$ cat src/rtl/riscv_mc_ctrl_pkg.sv
// Shared widths, state encoding and control-bundle type for the multi-cycle
// RISC-V sequencing controller.
package riscv_mc_ctrl_pkg;

  localparam int unsigned REG_W   = 32;
  localparam int unsigned STATE_W = 3;

  typedef enum logic [STATE_W-1:0] {
    ST_IDLE   = 3'd0,
    ST_FETCH  = 3'd1,
    ST_DECODE = 3'd2,
    ST_EXEC   = 3'd3,
    ST_MEM    = 3'd4,
    ST_WB     = 3'd5,
    ST_HALT   = 3'd6
  } state_e;

  typedef struct packed {
    logic imem_req;
    logic dmem_req;
    logic dmem_we;
    logic ir_we;
    logic pc_we;
    logic pc_sel;
    logic reg_we;
    logic wb_sel;
    logic halted;
    logic retire;
  } ctrl_t;

  // State entered after an instruction retires.
  function automatic state_e after_retire(input logic run);
    return run ? ST_FETCH : ST_IDLE;
  endfunction

endpackage

$ cat src/rtl/riscv_instret_cnt.sv
// Retired-instruction counter: wraps at 2^REG_W, asynchronous clear.
module riscv_instret_cnt
  import riscv_mc_ctrl_pkg::*;
(
  input  logic             clk,
  input  logic             rst_n,
  input  logic             inc_i,
  output logic [REG_W-1:0] count_o
);

  logic [REG_W-1:0] count_q;

  always_ff @(posedge clk or negedge rst_n) begin
    if (!rst_n) begin
      count_q <= '0;
    end else if (inc_i) begin
      count_q <= count_q + REG_W'(1);
    end
  end

  assign count_o = count_q;

endmodule

$ cat src/rtl/riscv_mc_ctrl.sv
// Multi-cycle instruction sequencer: FETCH/DECODE/EXEC/MEM/WB with memory
// handshakes, one-cycle IR/PC/RF write enables and a retire counter.
module riscv_mc_ctrl
  import riscv_mc_ctrl_pkg::*;
(
  input  logic               clk,
  input  logic               rst_n,
  input  logic               run_i,
  output logic               imem_req_o,
  input  logic               imem_ack_i,
  output logic               dmem_req_o,
  output logic               dmem_we_o,
  input  logic               dmem_ack_i,
  input  logic               is_load_i,
  input  logic               is_store_i,
  input  logic               is_branch_i,
  input  logic               is_jump_i,
  input  logic               is_alu_i,
  input  logic               illegal_i,
  input  logic               br_i,
  output logic               ir_we_o,
  output logic               pc_we_o,
  output logic               pc_sel_o,
  output logic               reg_we_o,
  output logic               wb_sel_o,
  output logic               halted_o,
  output logic [STATE_W-1:0] state_o,
  output logic [REG_W-1:0]   instret_o
);

  state_e state_q, state_d;
  logic   taken_q, taken_d;
  ctrl_t  ctl;

  always_ff @(posedge clk or negedge rst_n) begin
    if (!rst_n) begin
      state_q <= ST_IDLE;
      taken_q <= 1'b0;
    end else begin
      state_q <= state_d;
      taken_q <= taken_d;
    end
  end

  // Next-state and Moore-style enable decode; everything is zero outside its state.
  always_comb begin
    state_d = state_q;
    taken_d = taken_q;
    ctl     = '0;
    case (state_q)
      ST_IDLE: begin
        if (run_i) state_d = ST_FETCH;
      end
      ST_FETCH: begin
        ctl.imem_req = 1'b1;
        if (imem_ack_i) begin
          ctl.ir_we = 1'b1;
          state_d   = ST_DECODE;
        end
      end
      ST_DECODE: begin
        state_d = illegal_i ? ST_HALT : ST_EXEC;
      end
      ST_EXEC: begin
        taken_d = (is_branch_i & br_i) | is_jump_i;
        if (is_branch_i) begin
          ctl.pc_we  = 1'b1;
          ctl.pc_sel = br_i;
          ctl.retire = 1'b1;
          state_d    = after_retire(run_i);
        end else if (is_load_i || is_store_i) begin
          state_d = ST_MEM;
        end else if (is_alu_i || is_jump_i) begin
          state_d = ST_WB;
        end else begin
          // No class claimed the opcode: treat it like an illegal instruction.
          state_d = ST_HALT;
        end
      end
      ST_MEM: begin
        ctl.dmem_req = 1'b1;
        ctl.dmem_we  = is_store_i;
        if (dmem_ack_i) begin
          if (is_store_i) begin
            ctl.pc_we  = 1'b1;
            ctl.retire = 1'b1;
            state_d    = after_retire(run_i);
          end else begin
            state_d = ST_WB;
          end
        end
      end
      ST_WB: begin
        ctl.reg_we = 1'b1;
        ctl.wb_sel = is_load_i;
        ctl.pc_we  = 1'b1;
        ctl.pc_sel = taken_q;
        ctl.retire = 1'b1;
        state_d    = after_retire(run_i);
      end
      ST_HALT: begin
        ctl.halted = 1'b1;
      end
      default: begin
        state_d = ST_IDLE;
      end
    endcase
  end

  assign imem_req_o = ctl.imem_req;
  assign dmem_req_o = ctl.dmem_req;
  assign dmem_we_o  = ctl.dmem_we;
  assign ir_we_o    = ctl.ir_we;
  assign pc_we_o    = ctl.pc_we;
  assign pc_sel_o   = ctl.pc_sel;
  assign reg_we_o   = ctl.reg_we;
  assign wb_sel_o   = ctl.wb_sel;
  assign halted_o   = ctl.halted;
  assign state_o    = STATE_W'(state_q);

  riscv_instret_cnt u_instret (
    .clk     (clk),
    .rst_n   (rst_n),
    .inc_i   (ctl.retire),
    .count_o (instret_o)
  );

endmodule

$ cat config.mk
export PLATFORM = sky130hd
export DESIGN_NAME = riscv_mc_ctrl
export DESIGN_NICKNAME = d
export VERILOG_FILES = /design/src/rtl/riscv_mc_ctrl_pkg.sv /design/src/rtl/riscv_instret_cnt.sv /design/src/rtl/riscv_mc_ctrl.sv
export SDC_FILE = /design/constraint.sdc
export NUM_CORES = 1
export LEC_CHECK = 0
export ABC_AREA = 1
export CORE_MARGIN = 8
export CORE_UTILIZATION = 50
export DETAILED_ROUTE_END_ITERATION = 16
export PLACE_DENSITY_LB_ADDON = 0.05
export SYNTH_ARGS = -nofsm -noshare
export SYNTH_HDL_FRONTEND = slang
export SYNTH_SLANG_ARGS = --single-unit
export TNS_END_PERCENT = 30
$ cat constraint.sdc
create_clock -name clk -period 1.9 [get_ports clk]
set_clock_uncertainty 0.15 [all_clocks]
set_input_delay 0.38 -clock clk [delete_from_list [all_inputs] [get_ports clk]]
set_output_delay 0.38 -clock clk [all_outputs]
set_load 0.05 [all_outputs]
# Word level (Yosys, flattened, before mapping)
# Cells that the tools add are included.
# classes
add_sub_neg	1
eq_ne	9
n_mux	23
bitwise_logic	3
n_reduce_logical	4
# op_table
cell	n
adder 32 x 1 -> 32 bit, second input constant	1
two-way mux 3 bit	7
one-hot mux 3 bit (7 select lines)	1
equality test 3 bit, second input constant	3
two-way mux 1 bit	8
two-way mux 2 bit	4
equality test 3 x 2 -> 1 bit, second input constant	2
!= test 2 bit, second input constant	3
one-hot mux 1 bit (3 select lines)	2
AND reduction 4 bit	1
equality test 3 x 1 -> 1 bit, second input constant	1
logical NOT 3 bit	1
logical OR 1 bit	2
one-hot mux 1 bit (2 select lines)	1
bitwise AND 1 bit	1
inverter 1 bit	1
OR 1 bit	1
# word_totals
register_bits	36
input_bits	12
out_inout_bits	44
wordCells	43

# Longest topological paths before layout
# Gate-level depths: netlist of run 1.
# logic_depth
word_depth	5
depth_mapped	10
ltp_nobuf	10

# Cells and area by module
# Synthesis of run 1 repeated with hierarchy kept, for this count alone.
# hier_totals
hier_cells	296
area_unflattened_um2	2170.8
# modules_own_cells
mod	instances	cells_per_inst	area_each_um2	seq_area_each_um2
riscv_instret_cnt	1	229	1761.7	800.8
riscv_mc_ctrl	1	67	409.1	100.1

# Worst setup path after synthesis of run 1
# OpenSTA, ideal clock, no wires.
# synth_path
path_type	register to output
startpoint	register state_q[0], in the netlist state_o[0]
endpoint	output port pc_sel_o
arrival_ns	1.800
slack_ns	-0.430
path_stages_with_launch	5
n_path_buf	0
cell_sequence	dfrtp_1 nand3_1 inv_1 nand2_1 nand2_1
# synth_between
elab_chain_len	2
elab_cells_between_ends	3
cone_classes	eq/ne (2); mux (1)
# synth_rtl
element	line	source
start: declaration	riscv_mc_ctrl.sv:31	state_e state_q, state_d;
start signal: assignment	riscv_mc_ctrl.sv:40	state_q <= state_d;
equality test 3 bit / equality test 3 x 2 -> 1 bit (equally long branches)	riscv_mc_ctrl.sv:50	case (state_q)
one-hot mux 1 bit (2 select lines) *	riscv_mc_ctrl.sv:50	
end: declaration	riscv_mc_ctrl.sv:23	output logic pc_sel_o,
# Every way passes the cells marked *; elsewhere a longest branch is shown, timed or not.

# Worst setup path in the final report of run 1
# layout_path
startpoint	register state_q[1], in the netlist state_o[1]
endpoint	output port pc_sel_o
# The elaborated chain is that of the path after synthesis.

==> reports/metrics.cfg, run 1 <==
[grt]
grt_pass1_vias = 2616
grt_first_pass_wirelength_um = 11730
overflow = 0
maximum_number_of_pins_on_one_net_before_global_route_repair = 37
antenna_found_initial = 0
groute.usage.overall = 0.1998

[clock_network]
clockRootBuffer = sky130_fd_sc_hd__clkbuf_8
path_clk_slew_ns = 0.08
cts-buffers-inserted = 5
cts_max_path_buffers = 2
cts_htree_levels = 2
worstSkewPairLatency_ns = 0.29
cts_tree = built
clkSinkCount = 36

[place]
placed_cells_incl_taps = 488
routability_driven_placement_congestion_ratio = 0.9137
post-place-ws_ns = -0.07733
hpwlAfterDp_um = 5185
portBuffers = 55

[die]
die_h_um = 85.06
placement_rows = 25
core_area_sq_um = 4661
fp.dieArea_sq_um = 7235
io-pin-count = 56
initial_utilization = 0.5117
dieWidth_um = 85.06

[critical_path]
stage_delay_of_the_slowest_cell_on_the_critical_path_ns = 0.46
crit_path_cell_trace = inv_2 > nand3_4 > clkinvlp_4 > nand2_1 > nand2_2 > buf_12
critPathKind = flip-flop to output pin
critPathRequiredTime_ns = 1.37
cp_data_arrival_time_ns = 1.36
endpoint_of_the_most_critical_register_to_register_path = u_instret.count_o[5]
path_length_in_cells_of_the_critical_path = 6
path_max_fanout = 6
timing.critical_path.to = pc_sel_o
cp_num_buf_inv = 3
critical_path.reg2reg.startpoint = state_o[0]
critical_path.startpoint_type = flip-flop
timing.critical_path.slowest_stage_cell = sky130_fd_sc_hd__dfrtp_2
worst_setup_path_end_kind = output pin
worst-r2r-cell-count = 7
worst_path_dominant_cell_family = flip-flops
r2r_slack_ns = 0.18
crit_path_start = state_o[1]

[cells_and_area]
antenna-diode-count = 0
finalCoreUtilization = 0.7415
syn2layout_area_growth_pct = 44.91
final_cells = 504
layout-drive-gt1-share = 0.2222
fin_nets = 462

[min_path]
min-delay-path-class = flip-flop to flip-flop
hold_path.startpoint = taken_q

[timing]
relSlewSlack = 0.7055
postLayoutSetupSlackWorst_ns = 0.01022
final_min_period_over_clock_period = 0.9946
timing_hold_violations_final = 0
final_period_minus_worst_setup_slack_ns = 1.890
report.final.slew_viol_count = 0
final.setup.tns_ns = 0
unrepaired_setup_endpoints_after_global_routing = yes
worst_margin_pin_slew_ns = 0.4417
fmaxAchievable_mhz = 529.2
setup_violations = 0

[detailed_routing]
wl_um = 6889
detail_route.first_pass.iterations = 4
avgRoutedWirePerCell_um = 13.67
post_drt_via_cell_ratio = 5.198
initialDrtViolationCount = 139
ant_nets = 0
route.vias.total = 2620
remaining_drc_errors = 0

[synth]
netlist_top_cells_area = sky130_fd_sc_hd__dfrtp_1 38%, sky130_fd_sc_hd__nand2_1 26%, sky130_fd_sc_hd__nor2_1 8.5%
post_synth_instance_area_sq_um = 2385
syn_inst = 371
asyncSetResetFlopFracSynth = 1.000
edff_count_synth = 0
postSynthNetCount = 384
yosysWarnings = 0
main_synth_ff_type = sky130_fd_sc_hd__dfrtp_1
synth_cell_types = 24
ys_ff_latch = 36
yosysSeqAreaShare = 0.3778
avgSynthCellArea_sq_um = 6.428
yosysMostFrequentCell = sky130_fd_sc_hd__nand2_1
synth_top_cell_area_share = 0.3778
synth_top_area_cell = sky130_fd_sc_hd__dfrtp_1
synth.top_cells.by_count = 166 x sky130_fd_sc_hd__nand2_1, 54 x sky130_fd_sc_hd__nor2_1, 36 x sky130_fd_sc_hd__dfrtp_1, 36 x sky130_fd_sc_hd__inv_1, 25 x sky130_fd_sc_hd__nand3_1

[power]
power.density_cell_area_nw_per_um2 = 430.9
ir_worst_vdd_v = 0.0003941
p_leak_nw = 1.598
total_power_w = 0.001489

[job]
max_cap_viol_count = 0

[status]
status = completed

==> cell usage in the layout, fill, tap and decap left out, drive strengths merged, types with 2 or more instances in the layout <==
cell type and count:
nand2 167, buf 64, nor2 59, inv 37, dfrtp 36, nand3 27
xnor2 11, clkdlybuf4s50 8, o21ai 7, nand4 6, nor3 5, xor2 5
clkbuf 5, clkinvlp 2, a21oi 2
==> worst min-delay path by stage <==
stage	slack, ns	cells after the start	end
finish	0.37	2	taken_q
global route	0.40	1	u_instret.count_o[18]
CTS	0.36	2	taken_q
detailed placement	0.29	2	u_instret.count_o[0]
global placement	0.29	2	u_instret.count_o[0]
floorplan	-0.07	0	state_o[0]
==> power breakdown <==
group	switching, W	internal [W]
Clock	0.000286	0.000388
Sequential	0	0.000766
Combinational	0.0000258	0.0000238
==> layout make-up <==
class | count | area, sq um
Tap cell | 54 | 67.56
Timing Repair Buffer | 75 | 864.6
Sequential cell | 36 | 904.6
Multi-Input combinational cell | 293 | 1359
Fill cell | 389 | 1205
Inverter | 38 | 148.9
Clock buffer | 5 | 68.82
Clock inverter | 3 | 42.54
==> logic make-up (layout without fill, tap and decap cells) <==
group,count (synthesis),in the layout,share of synthesized area
simple gates,266,266,0.4622
buf+inv,42,121,0.07450
flops,36,36,0.3778
xor+xnor,16,16,0.05876
compound gates,10,10,0.02151
fa+ha+maj,1,1,0.005246
==> worst register-to-register path, cell delays in order (launching register included) <==
cell	delay, ns
sky130_fd_sc_hd__dfrtp_2	0.48
sky130_fd_sc_hd__nor2_4	0.16
sky130_fd_sc_hd__nand3_2	0.12
sky130_fd_sc_hd__nand3_4	0.11
sky130_fd_sc_hd__buf_4	0.18
sky130_fd_sc_hd__buf_4	0.17
sky130_fd_sc_hd__nand2_1	0.09
sky130_fd_sc_hd__xnor2_1	0.15
==> routing by layer <==
metal | part of all wire | vias up | track usage
met1 | 0.42 | 1220 | 0.2239
met3 | 0.073 | 14 | 0.05695
met4 | 0.027 | 0 | 0.08414
li1 | - | 1299 | -
met2 | 0.48 | 87 | 0.3452
met5 | 0 | - | 0
==> state kept, by name, indices dropped and copies added, names as in the netlist <==
register,flops
taken_q,1
state_o,3
u_instret.count_o,32
==> through the flow <==
stage | area, sq um | hold slack, ns
6_report | 3456 | 0.3655
3_5_place_dp | 3233 | 0.2919
3_3_place_gp | 3233 | 0.2881
2_1_floorplan | 2400 | -0.06559
4_1_cts | 3423 | 0.3627
5_1_grt | 3456 | 0.3991
==> timing repair <==
item,CTS,global route
pin swaps,2,2
setup buffers,7,0
gates resized for setup,6,11
hold buffers,1,0
setup endpoints to repair,7,10
endpoints found under the hold margin,36,0
No activity file was read; power rests on OpenSTA's default activity.
==> run 2, diff against run 1 <==
Settings changed: TNS_END_PERCENT 30 to not set.
==> run 2 against run 1 <==
Effect of this change:
- the flow now finishes with violations (negative setup slack)
- routed wire length fell by 3.7%
- global-route usage fell by 0.44 points
- largest cell class unchanged
- core utilization shrank 1.3 points
- sequential power about the same
- combinational power rose by 2%
- design area fell by 1.7%
- register-to-register slack got worse by 0.02 ns
- sequential share of layout area grew 0.53 points
- critical path depth is the same
- first-iteration DRC count increased by 53%
- highest routed layer unchanged
- via count is 3.5% lower
==> reports/metrics.cfg, run 2 (same netlist as run 1, synthesis figures left out) <==
[power]
power.density_cell_area_nw_per_um2 = 400.7
p_leak_nw = 1.561
ir_worst_vdd_v = 0.0002928

[cells_and_area]
fin_nets = 460
syn2layout_area_growth_pct = 42.45
most-common-layout-cells = 164 x sky130_fd_sc_hd__nand2_1, 49 x sky130_fd_sc_hd__nor2_1, 40 x sky130_fd_sc_hd__buf_4
antenna-diode-count = 0
largest_reg_flops = 32
layout-drive-gt1-share = 0.2165
layout_commonest_cell = sky130_fd_sc_hd__nand2_1
final_cells = 502
final-seq-area_sq_um = 907.1
multi_input_comb_area_sq_um = 1351
fill_cells = 388

[status]
failing_checks = negative setup slack
status = complete, but fails checks

[die]
die_h_um = 85.06
dieWidth_um = 85.06
core_area_sq_um = 4661
initial_utilization = 0.5117
placement_rows = 25
io-pin-count = 56
fp.dieArea_sq_um = 7235

[timing]
relSlewSlack = 0.6716
postLayoutSetupSlackWorst_ns = -0.009747
final_period_minus_worst_setup_slack_ns = 1.910
hold-worst-slack_ns = 0.3720
fmaxAchievable_mhz = 523.6
final_min_period_over_clock_period = 1.005
report.final.slew_viol_count = 0
worst_margin_pin_slew_ns = 0.4926
timing_hold_violations_final = 0
setup_violations = 1
unrepaired_setup_endpoints_after_global_routing = yes

[clock_network]
path_clk_slew_ns = 0.07
cts_max_path_buffers = 2
cts-buffers-inserted = 5
clkSinkCount = 36
cts_htree_levels = 2
cts_tree = built
worstSkewPairLatency_ns = 0.29
clockRootBuffer = sky130_fd_sc_hd__clkbuf_8

[critical_path]
critPathKind = flip-flop to output pin
crit_path_cell_trace = inv_4 > nand4_1 > inv_1 > nand2_1 > nand2_2 > buf_12
timing.critical_path.slowest_stage_cell = sky130_fd_sc_hd__dfrtp_2
cp_data_arrival_time_ns = 1.38
cp_num_buf_inv = 3
critical_path.startpoint_type = flip-flop
stage_delay_of_the_slowest_cell_on_the_critical_path_ns = 0.46
path_max_fanout = 5
critPathRequiredTime_ns = 1.37
worst_setup_path_end_kind = output pin
worst_path_dominant_cell_family = flip-flops

[grt]
groute.usage.overall = 0.1954
grt_first_pass_wirelength_um = 11520
maximum_number_of_pins_on_one_net_before_global_route_repair = 22
grt_pass1_vias = 2484
overflow = 0
antenna_found_initial = 0

[place]
portBuffers = 55
routability_driven_placement_congestion_ratio = 0.9753
hpwlAfterDp_um = 5138
placed_cells_incl_taps = 487

[detailed_routing]
post_drt_via_cell_ratio = 5.034
avgRoutedWirePerCell_um = 13.21
detail_route.first_pass.iterations = 4
remaining_drc_errors = 0
wl_um = 6633
initialDrtViolationCount = 213
route.vias.total = 2527
ant_nets = 0

[min_path]
min-delay-path-class = flip-flop to flip-flop

[job]
max_cap_viol_count = 0

==> run 2: repair_timing <==
action                                 4_1_cts  5_1_grt
pin swaps                                    2        2
setup buffers                                5        1
resized for setup                            6        6
endpoints found under the hold margin       20        0
hold buffers                                 1        0
setup endpoints to repair                    6        9
==> run 2: metrics by stage <==
step / util / setup TNS [ns] / setup slack [ns] / instance area, sq um / total power (W)
2_1_floorplan: - / -0.1393 / -0.1393 / 2407 / 0.0007867
3_3_place_gp: 0.6905 / -0.7000 / -0.06685 / 3218 / 0.0008299
3_5_place_dp: 0.6905 / -0.8477 / -0.09474 / 3218 / 0.0008306
4_1_cts: 0.7230 / -0.01613 / -0.01613 / 3369 / 0.001372
5_1_grt: 0.7289 / -0.1720 / -0.07936 / 3397 / 0.001408
6_report: 0.7289 / -0.009747 / -0.009747 / 3397 / 0.001361
==> run 2: final cells by class <==
cell class	count	share of cell area
multi-input combinational	293	0.3978
timing repair buffer	73	0.2457
inverter	38	0.04383
tap	54	0.01989
sequential	36	0.2670
clock inverter	3	0.005525
clock buffer	5	0.02026
==> run 2: worst paths after layout <==
path	cells after the start	startpoint	endpoint	slack, ns
max	6	state_o[2]	pc_sel_o	-0.01
min	2	taken_q	taken_q	0.37
max reg2reg	7	state_o[2]	u_instret.count_o[9]	0.16
min reg2reg	2	taken_q	taken_q	0.37
max in group asynchronous	3	rst_n	u_instret.count_o[23]	0.58
min in group asynchronous	2	rst_n	u_instret.count_o[4]	0.42
==> run 2: worst register-to-register path, delay by kind of cell, from the launching register on <==
family	cells	cell delay (ns)
AND/OR/NAND/NOR	3	0.44
XOR/XNOR	1	0.14
flip-flops	1	0.46
buffers and inverters	3	0.43
==> run 2: layer usage <==
| metal | global-route usage | share of wire | vias up | wire, um |
|---|---|---|---|---|
| met3 | 0.05116 | 0.080 | 12 | 532 |
| li1 | - | - | 1297 | - |
| met5 | 0 | 0 | - | 0 |
| met1 | 0.2384 | 0.44 | 1125 | 2893 |
| met2 | 0.3146 | 0.46 | 93 | 3050 |
| met4 | 0.08738 | 0.024 | 0 | 157 |
==> run 2: where the power goes <==
part	total [W]	internal, W	switching (W)	leakage, nW
Clock	0.000545	0.000255	0.000290	0.0479
Sequential	0.000766	0.000766	0	0.473
Combinational	0.0000504	0.0000242	0.0000262	1.04
Total	0.00136	0.00105	0.000316	1.56
==> run 3, diff against run 2 <==
Settings changed: CORE_MARGIN 8 to 5, SETUP_SLACK_MARGIN set to 0.05.
==> run 3 against run 2 <==
Effect of this change:
- the run still ends with negative setup slack left
- first-iteration DRC count fell by 25%
- routed wire length rose by 0.56%
- register-to-register slack got worse by 0.05 ns
- critical path depth fell by 1
- sequential power barely moved
- global-route usage rose by 3.2 points
- critical endpoint is now pc_we_o
- largest power group unchanged
==> reports/metrics.cfg, run 3 (same netlist as run 1, synthesis figures left out) <==
[critical_path]
cp_data_arrival_time_ns = 1.38
r2r_slack_ns = 0.11
crit_path_cell_trace = inv_4 > nand4_1 > buf_4 > nand3_4 > buf_12
timing.critical_path.slowest_stage_cell = sky130_fd_sc_hd__dfrtp_2
critical_path.startpoint_type = flip-flop
critPathKind = flip-flop to output pin
stage_delay_of_the_slowest_cell_on_the_critical_path_ns = 0.47
critPathRequiredTime_ns = 1.37
path_max_fanout = 4
worst_setup_path_end_kind = output pin

[timing]
unrepaired_setup_endpoints_after_global_routing = yes
final_min_period_over_clock_period = 1.005
final.setup.tns_ns = -0.009375
relSlewSlack = 0.7577
setup_violations = 1
postLayoutSetupSlackWorst_ns = -0.009375
timing_hold_violations_final = 0
worst_margin_pin_slew_ns = 0.3607
final_period_minus_worst_setup_slack_ns = 1.909
fmaxAchievable_mhz = 523.7
report.final.slew_viol_count = 0

[grt]
top_usage_layer = met2
maximum_number_of_pins_on_one_net_before_global_route_repair = 37
antenna_found_initial = 0
grt_first_pass_wirelength_um = 11330
grt.met3_usage = 0.06122
overflow = 0
groute.usage.overall = 0.2275
grt_use_met2 = 0.3771
grt_pass1_vias = 2437
use_met1 = 0.2815

[cells_and_area]
layout_commonest_cell = sky130_fd_sc_hd__nand2_1
fin_nets = 464
syn2layout_area_growth_pct = 46.69
layout-drive-gt1-share = 0.2323
most-common-layout-cells = 163 x sky130_fd_sc_hd__nand2_1, 47 x sky130_fd_sc_hd__nor2_1, 42 x sky130_fd_sc_hd__buf_4
antenna-diode-count = 0
largest_reg_flops = 32

[clock_network]
cts_htree_levels = 2
cts_tree = built
cts-buffers-inserted = 5
cts_max_path_buffers = 2
worstSkewPairLatency_ns = 0.29
path_clk_slew_ns = 0.07
clockRootBuffer = sky130_fd_sc_hd__clkbuf_8
hold_buffers = 0
clkSinkCount = 36

[die]
fp.dieArea_sq_um = 6250
core_area_sq_um = 4692
initial_utilization = 0.5083
dieWidth_um = 79.06
placement_rows = 25
die_h_um = 79.06
io-pin-count = 56

[status]
failing_checks = negative setup slack
status = complete, but fails checks

[place]
post-place-ws_ns = -0.1171
routability_driven_placement_congestion_ratio = 0.9141
portBuffers = 55
hpwlAfterDp_um = 4886

[detailed_routing]
post_drt_via_cell_ratio = 5.095
avgRoutedWirePerCell_um = 13.18
detail_route.first_pass.iterations = 5
initialDrtViolationCount = 160
remaining_drc_errors = 0
route.vias.total = 2578
wl_um = 6670
ant_nets = 0

[power]
ir_worst_vdd_v = 0.0003088
p_leak_nw = 1.615
power.density_cell_area_nw_per_um2 = 444.5

[job]
max_cap_viol_count = 0

[min_path]
min-delay-path-class = primary input to asynchronous set/reset pin

-- run 3: layout make-up --
cell class	count	area (sq um)
clock buffer	7	96.34
clock inverter	1	30.03
fill	382	1194
inverter	38	148.9
multi-input combinational	293	1364
sequential	36	907.1
tap	54	67.56
timing repair buffer	77	884.6
-- run 3: worst paths after layout --
check                            from  cells after the start                     to
setup / recovery           state_o[2]                      5                pc_we_o
hold / removal                  rst_n                      2   u_instret.count_o[5]
setup reg to reg           state_o[2]                      8  u_instret.count_o[18]
hold reg to reg               taken_q                      2                taken_q
max in group asynchronous       rst_n                      2   u_instret.count_o[1]
min in group clk              taken_q                      2                taken_q
-- run 3: worst max-delay path, delay by kind of cell (launching register included) --
| kind | cells | cell delay (ns) |
|---|---|---|
| DFF | 1 | 0.47 |
| buffers and inverters | 3 | 0.40 |
| and+or+nand+nor | 2 | 0.21 |
-- run 3: power by group --
part | internal (W) | switching (W)
logic | 0.0000253 | 0.0000266
registers | 0.000766 | 0
clock network | 0.000463 | 0.000274
-- run 3: per-stage QoR --
stage            util  std cells  instance area, sq um  total power, W  hold slack, ns
3_5_place_dp   0.6912        488                  3243       0.0008348          0.3415
2_1_floorplan       -        371                  2407       0.0007867        -0.06559
3_3_place_gp   0.6912        488                  3243       0.0008340          0.3266
6_report       0.7456        506                  3498        0.001555          0.3107
4_1_cts        0.7349        503                  3448        0.001565          0.3120
5_1_grt        0.7456        506                  3498        0.001613          0.3122
-- run 3: routing by layer --
| metal | vias to the layer above | part of all wire | wire length [um] |
|---|---|---|---|
| met2 | 74 | 0.48 | 3179 |
| met4 | 0 | 0.026 | 173 |
| met3 | 12 | 0.056 | 375 |
| met1 | 1183 | 0.44 | 2942 |
| li1 | 1309 | - | - |
| met5 | - | 0 | 0 |
-- run 3: timing repair --
item	in CTS	in global routing
gates resized for setup	11	9
buffers inserted	7	3
endpoints found under the setup margin	7	17
pin swaps	3	2
